File: src/rtl/counter_sequencer.sv
`default_nettype none
// ============================================================================
//  Module   : counter_sequencer
//  Purpose  : Two-requester round-robin sequencer that grants a shared 8-bit
//             counter for a requester-specified run length (0 encodes 256).
//             Optional abort support is enabled by defining CNTSEQ_ABORT_EN.
//  Revision : 1.0  initial release
// ============================================================================
module counter_sequencer (
    input  logic       clk,
    input  logic       rst,
    input  logic [1:0] req,
    input  logic [7:0] len0,
    input  logic [7:0] len1,
`ifdef CNTSEQ_ABORT_EN
    input  logic       abort,
    output logic       aborted,
`endif
    output logic [1:0] gnt,
    output logic       busy,
    output logic [7:0] count,
    output logic       done,
    output logic       done_id
);

    typedef enum logic [1:0] {
        S_IDLE = 2'd0,
        S_RUN  = 2'd1,
        S_DONE = 2'd2
    } state_t;

    state_t     r_state;
    state_t     w_state_nxt;
    logic [7:0] r_count;
    logic [7:0] w_count_nxt;
    logic [7:0] r_len_q;
    logic [7:0] w_len_nxt;
    logic       r_owner;
    logic       w_owner_nxt;
    logic       r_rr;
    logic       w_rr_nxt;
    logic       w_sel;
    logic       w_abort_req;
    logic       w_last;
    logic [7:0] w_len_m1;

`ifdef CNTSEQ_ABORT_EN
    logic       r_aborted;
    logic       w_aborted_nxt;
    assign w_abort_req = abort;
    assign aborted     = r_aborted;
`else
    assign w_abort_req = 1'b0;
`endif

    // Simultaneous requests go to the favoured requester, otherwise the sole one.
    assign w_sel    = (req == 2'b11) ? r_rr : req[1];
    // 8-bit wrap makes len_q=0 terminate at count=255, i.e. a 256-cycle run.
    assign w_len_m1 = r_len_q - 8'd1;
    assign w_last   = (r_count == w_len_m1);

    always_ff @(posedge clk) begin
        if (!rst) begin
            r_state <= S_IDLE;
            r_count <= 8'd0;
            r_len_q <= 8'd0;
            r_owner <= 1'b0;
            r_rr    <= 1'b0;
        end else begin
            r_state <= w_state_nxt;
            r_count <= w_count_nxt;
            r_len_q <= w_len_nxt;
            r_owner <= w_owner_nxt;
            r_rr    <= w_rr_nxt;
        end
    end

`ifdef CNTSEQ_ABORT_EN
    always_ff @(posedge clk) begin
        if (!rst) begin
            r_aborted <= 1'b0;
        end else begin
            r_aborted <= w_aborted_nxt;
        end
    end
`endif

    always_comb begin
        w_state_nxt = r_state;
        w_count_nxt = r_count;
        w_len_nxt   = r_len_q;
        w_owner_nxt = r_owner;
        w_rr_nxt    = r_rr;
`ifdef CNTSEQ_ABORT_EN
        w_aborted_nxt = 1'b0;
`endif
        case (r_state)
            S_IDLE: begin
                w_count_nxt = 8'd0;
                if (req != 2'b00) begin
                    w_owner_nxt = w_sel;
                    w_len_nxt   = w_sel ? len1 : len0;
                    w_state_nxt = S_RUN;
                end
            end
            S_RUN: begin
                if (w_abort_req || w_last) begin
                    w_state_nxt = S_DONE;
                    w_rr_nxt    = ~r_owner;
`ifdef CNTSEQ_ABORT_EN
                    w_aborted_nxt = w_abort_req;
`endif
                end else begin
                    w_count_nxt = r_count + 8'd1;
                end
            end
            S_DONE: begin
                w_state_nxt = S_IDLE;
                w_count_nxt = 8'd0;
            end
            default: begin
                w_state_nxt = S_IDLE;
                w_count_nxt = 8'd0;
            end
        endcase
    end

    assign gnt     = (r_state == S_RUN) ? (r_owner ? 2'b10 : 2'b01) : 2'b00;
    assign busy    = (r_state == S_RUN) || (r_state == S_DONE);
    assign done    = (r_state == S_DONE);
    assign done_id = (r_state == S_DONE) && r_owner;
    assign count   = r_count;

endmodule
`default_nettype wire

File: config.mk
export PLATFORM = sky130hd
export DESIGN_NAME = counter_sequencer
export DESIGN_NICKNAME = d
export VERILOG_FILES = /design/src/rtl/counter_sequencer.sv
export SDC_FILE = /design/constraint.sdc
export NUM_CORES = 1
export LEC_CHECK = 0
export ABC_AREA = 1
export BUFFER_PORTS_ARGS = -buffer_cell sky130_fd_sc_hd__buf_4
export CORE_UTILIZATION = 45
export CTS_BUF_LIST = sky130_fd_sc_hd__clkbuf_16
export CTS_CLUSTER_DIAMETER = 40
export DETAILED_ROUTE_END_ITERATION = 10
export PLACE_DENSITY = 0.8
export SETUP_SLACK_MARGIN = 0.05
export SYNTH_ARGS = -nofsm -noshare
export SYNTH_HDL_FRONTEND = slang
export SYNTH_SLANG_ARGS = --single-unit
File: constraint.sdc
create_clock -name clk -period 3.85 [get_ports clk]
set_input_delay 0.1925 -clock clk [delete_from_list [all_inputs] [get_ports clk]]
set_output_delay 0.1925 -clock clk [all_outputs]
set_load 0.05 [all_outputs]
* Yosys cells after proc, flatten, opt, wreduce, memory -nomap -nowiden
Index checks and enable logic that the tools add are counted.
** Word-level totals
- Register bits after elaboration :: 20
- Input bits :: 20
- Output and inout bits :: 13
** Cells by class
- Mux-type cells :: 7
- Add/subtract/negate cells :: 2
- Equality and inequality tests :: 6
- Bitwise logic cells :: 1
- Reduce and logical (&&, ||, !) cells :: 8
** Operators by type and width (count)
- $add 8x1->8 const B :: 1
- $eq 8x8->1 :: 1
- $mux 2 :: 4
- $mux 8 :: 1
- $reduce_and 2->1 :: 4
- $sub 8x1->8 const B :: 1
- $eq 2x2->1 const B :: 2
- $ne 2x2->1 const B :: 2
- $pmux 2 s2 :: 1
- $eq 2x1->1 const B :: 1
- $logic_not 2->1 :: 1
- $reduce_bool 2->1 :: 1
- $logic_and 1x1->1 :: 1
- $logic_or 1x1->1 :: 1
- $mux 1 :: 1
- $not 1->1 :: 1

* Depth between registers and ports, before layout
- Depth in word-level cells :: 4
- Gate-level depth with buffers :: 14

* Worst setup path before layout
OpenSTA, ideal clock, no wires.
- Path type :: reg-to-reg
- From :: register r_count[2] (netlist: count[2])
- To :: register r_count[0] (netlist: count[0])
- Stages on the path, launching flop included :: 11
- Period minus slack after synthesis :: 1.773 ns
- Path slack :: 2.077 ns
- Data arrival time :: 1.623 ns
- Buffers on the path :: 1
- Setup time :: 0.150 ns
- Cell sequence :: dfxtp_1 -> inv_1 -> nand3_1 -> nand2_1 -> nor2_1 -> nand3_1 -> nor2_1 -> nand2_2 -> buf_6 -> o21ai_0 -> a21oi_1
** Between the ends
- Word-level cells in the longest chain between the ends :: 1
** RTL lines
- from (decl) :: line 34 : logic [7:0] r_count;
- from (signal assigned) :: line 71 : r_count <= w_count_nxt;
- $eq 8x8->1 :: line 60 : assign w_last = (r_count == w_len_m1);
Every way passes these cells.
A chain may end at the register's enable or synchronous reset.

* Worst setup path after layout
- From :: register r_len_q[0]
- To :: register r_state[1]
** Between the ends
- Word-level cells in the longest chain between the ends :: 4
** RTL lines
- from (decl) :: line 36 : logic [7:0] r_len_q;
- from (signal assigned) :: line 72 : r_len_q <= w_len_nxt;
- $sub 8x1->8 :: line 59 : assign w_len_m1 = r_len_q - 8'd1;
- $eq 8x8->1 :: line 60
- $ne 2x2->1 (no line)
- $reduce_and 2->1 (no line)
- to (signal assigned) :: line 70 : r_state <= w_state_nxt;
- to (decl) :: line 32 : state_t r_state;
Every way passes these cells.

==> impl_results.md <==
* Number of port buffers at 32
* Final wirelength at 2886 um
* Arrival time worst endpoint at 2.11 ns
* Syn Area/Cell at 6.256 um2
* Post_cts resized at 0
* Shortest period the worst path allows at 1.926 ns
* # rows at 19
* Final hold slack at 0.2503 ns
* Max-Cap Viols at 0
* Crit. End Element: flop
* Max Clk Rate at 519.2 MHz
* CP Buf/Inv Count at 2
* DR vias/cell at 4.964
* Clk sinks at 20
* First-pass GRT wire length at 4968 um
* Final setup margin at 1.924 ns
* Htree depth at 1
* Main combinational cell family by area after synthesis: simple AND/OR/NAND/NOR gates
* Placed cell area at 0.001574 mm2
* Final GP Congestion at 0.8381
* FF+latch count, synth at 20
* Antenna violations before repair at 0
* Pins over their slew limit at 0
* Die H at 56.03 um
* Final Hold Viols at 0
* Most common cell after layout, fill and taps aside: nand2_1
* Period utilization at 0.5003
* Reg clk slew, reported paths at 0.06 ns
* Core area at 0.002758 mm2
* Synth unique cells at 22
* Worst hold-check path type: in -> reg
* Area share of fa/ha/maj cells after synthesis at 0.05714
* Post-Synth XOR/XNOR Area at 0.04667
* Area of the multi-input gates at 755.7 um2
* Setup-failing EPs final at 0
* Most frequent cells in the layout: nand2_1 (67), inv_1 (35), buf_4 (32)
* CP required at 4.03 ns
* CP max FO at 13
* Worst VDD drop at 0.0003617 V
* Compound-Gate Fraction of Synth Area at 0.1095
* Layout Skew at 0.003340 ns
* Wire per inst at 10.53 um
* DR pass1 iterations at 4
* Antenna Cells at 0
* Initial cell density of the core at 0.4764
* Power Total at 0.0008068 W
* Post-CTS Hold Buffers at 0
* All-layer global routing usage at 0.1945
* Reg area at 400.4 um2
* Rel. slew slack at 0.7235
* Outcome: complete, no violations
* Fin area at 0.001679 mm2
* CP peak stage delay at 0.35 ns
* # fillers at 264
* Sequential share of the synthesized area at 0.3048
* Pleak at 0.8632 nW
* Die Wd at 56.03 um
* Pwr/cell area at 480.5 mW/mm2
* Routed Antenna Nets at 0
* First DRT Iteration DRCs at 32
* RSZ-0062 raised after global routing: false
* Largest net degree at the start of global routing at 18
* Synthesized area at 0.001314 mm2
* Slowest cell on the critical path: dfxtp_1
* CP Cell Sequence: inv_1, ha_1, nand2_1, inv_1, nor2_1, nand2_1, nor2_1, nand3_1, nor2_1, nand2_2, nand2_1, nand3_1, a21oi_1
* CP Launch Type: flop
* CTS tree: done
* GRT overflow at 0
* Worst skew pair latency at 0.25 ns
* Fraction of layout cells with a size suffix above 1 at 0.1687
* DP Worst Slack at 1.949 ns
* Via count at 1,360
* Setup TNS at 0 ns
* CTS Buf Count at 3
* CP Class: reg -> reg
* Syn. warnings at 0
* Post-CTS Setup Bufs at 0
* Io pins at 33
* Slew at the pin with the worst max-slew slack at 0.4123 ns
* Die area at 0.003139 mm2
* Max clock buf depth at 2
* Layout Nets at 270
* Simple-gate share of the synthesized area at 0.3619
* Layout Area Growth over Synthesis at 27.81%
* Post-DP HPWL at 2228 um
* Vias in the first global route at 1,249
* Synthesized net count at 236
* Mux share of post-synthesis cell area at 0
* DRC viols at 0
* CP delay by family, top: simple AND/OR/NAND/NOR gates
* Clock root buffer master: clkbuf_16
* Cells after Synth at 210
cells by family after synthesis:
family                     count (synthesis)
AOI/OAI and AO/OA                         24
buffers and inverters                     40
DFF                                       20
xor gates and xnor gates                   7
adders and majority gates                  6
and+or+nand+nor                          113
final timing paths:
path | from | end | slack (ns) | cells after the start
max | r_len_q[0] | r_state[1] | 1.92 | 13
min | rst | r_rr | 0.25 | 3
max reg2reg | r_len_q[0] | r_state[1] | 1.92 | 13
min reg2reg | r_rr | r_rr | 0.51 | 2
where the power goes:
group | internal [W] | total [W] | switching [W]
Sequential | 0.000230 | 0.000258 | 0.0000278
Combinational | 0.0000977 | 0.000266 | 0.000168
Clock | 0.000206 | 0.000283 | 0.0000766
Total | 0.000534 | 0.000807 | 0.000273
synth_stat cells:
master | number | area [um2]
xor2_1 | 6 | 52.55
nand4_1 | 2 | 12.51
nor4_1 | 1 | 6.260
xnor2_1 | 1 | 8.760
inv_1 | 35 | 131.4
buf_6 | 1 | 11.26
nand3_2 | 1 | 10.01
ha_1 | 6 | 75.07
nor2_1 | 16 | 60.06
inv_2 | 1 | 3.750
nand2_1 | 67 | 251.5
o211ai_1 | 8 | 60.06
a21oi_2 | 1 | 8.760
clkinv_1 | 1 | 3.750
o21ai_0 | 4 | 20.02
nand2_2 | 1 | 6.260
nor2_2 | 1 | 6.260
dfxtp_1 | 20 | 400.4
clkbuf_1 | 2 | 7.510
a21oi_1 | 11 | 55.05
nand3b_1 | 1 | 7.510
nand3_1 | 23 | 115.1
state kept, by name, summed over array words and instances (netlist names):
signal / cells
count: 8
r_len_q: 8
r_state: 2
r_owner: 1
r_rr: 1
per-stage QoR:
step                      cells  utilization
after floorplan             210            -
after global placement      270       0.5708
after detailed placement    270       0.5708
after CTS                   274       0.6089
after global routing        274       0.6089
final                       274       0.6089
cell type report:
class / count / area share
Multi-Input combinational cell: 150 / 0.4501
Sequential cell: 20 / 0.2385
Timing Repair Buffer: 32 / 0.1431
Inverter: 37 / 0.08271
Clock buffer: 3 / 0.04471
Tap cell: 31 / 0.02310
Clock inverter: 1 / 0.01788
metal layers:
layer,routed length [um],global-route usage,up-vias
met1,1383,0.2428,609
met4,18,0.05226,0
met2,1409,0.3418,17
li1,-,-,732
met3,74,0.03488,2
met5,0,0,-
worst register-to-register path: stages (launching register included):
cell and delay (ns):
dfxtp_1 0.35, inv_1 0.09, ha_1 0.32, nand2_1 0.08
inv_1 0.04, nor2_1 0.08, nand2_1 0.06, nor2_1 0.10
nand3_1 0.08, nor2_1 0.12, nand2_2 0.17, nand2_1 0.15
nand3_1 0.08, a21oi_1 0.15
(Power assumes the default switching activity.)
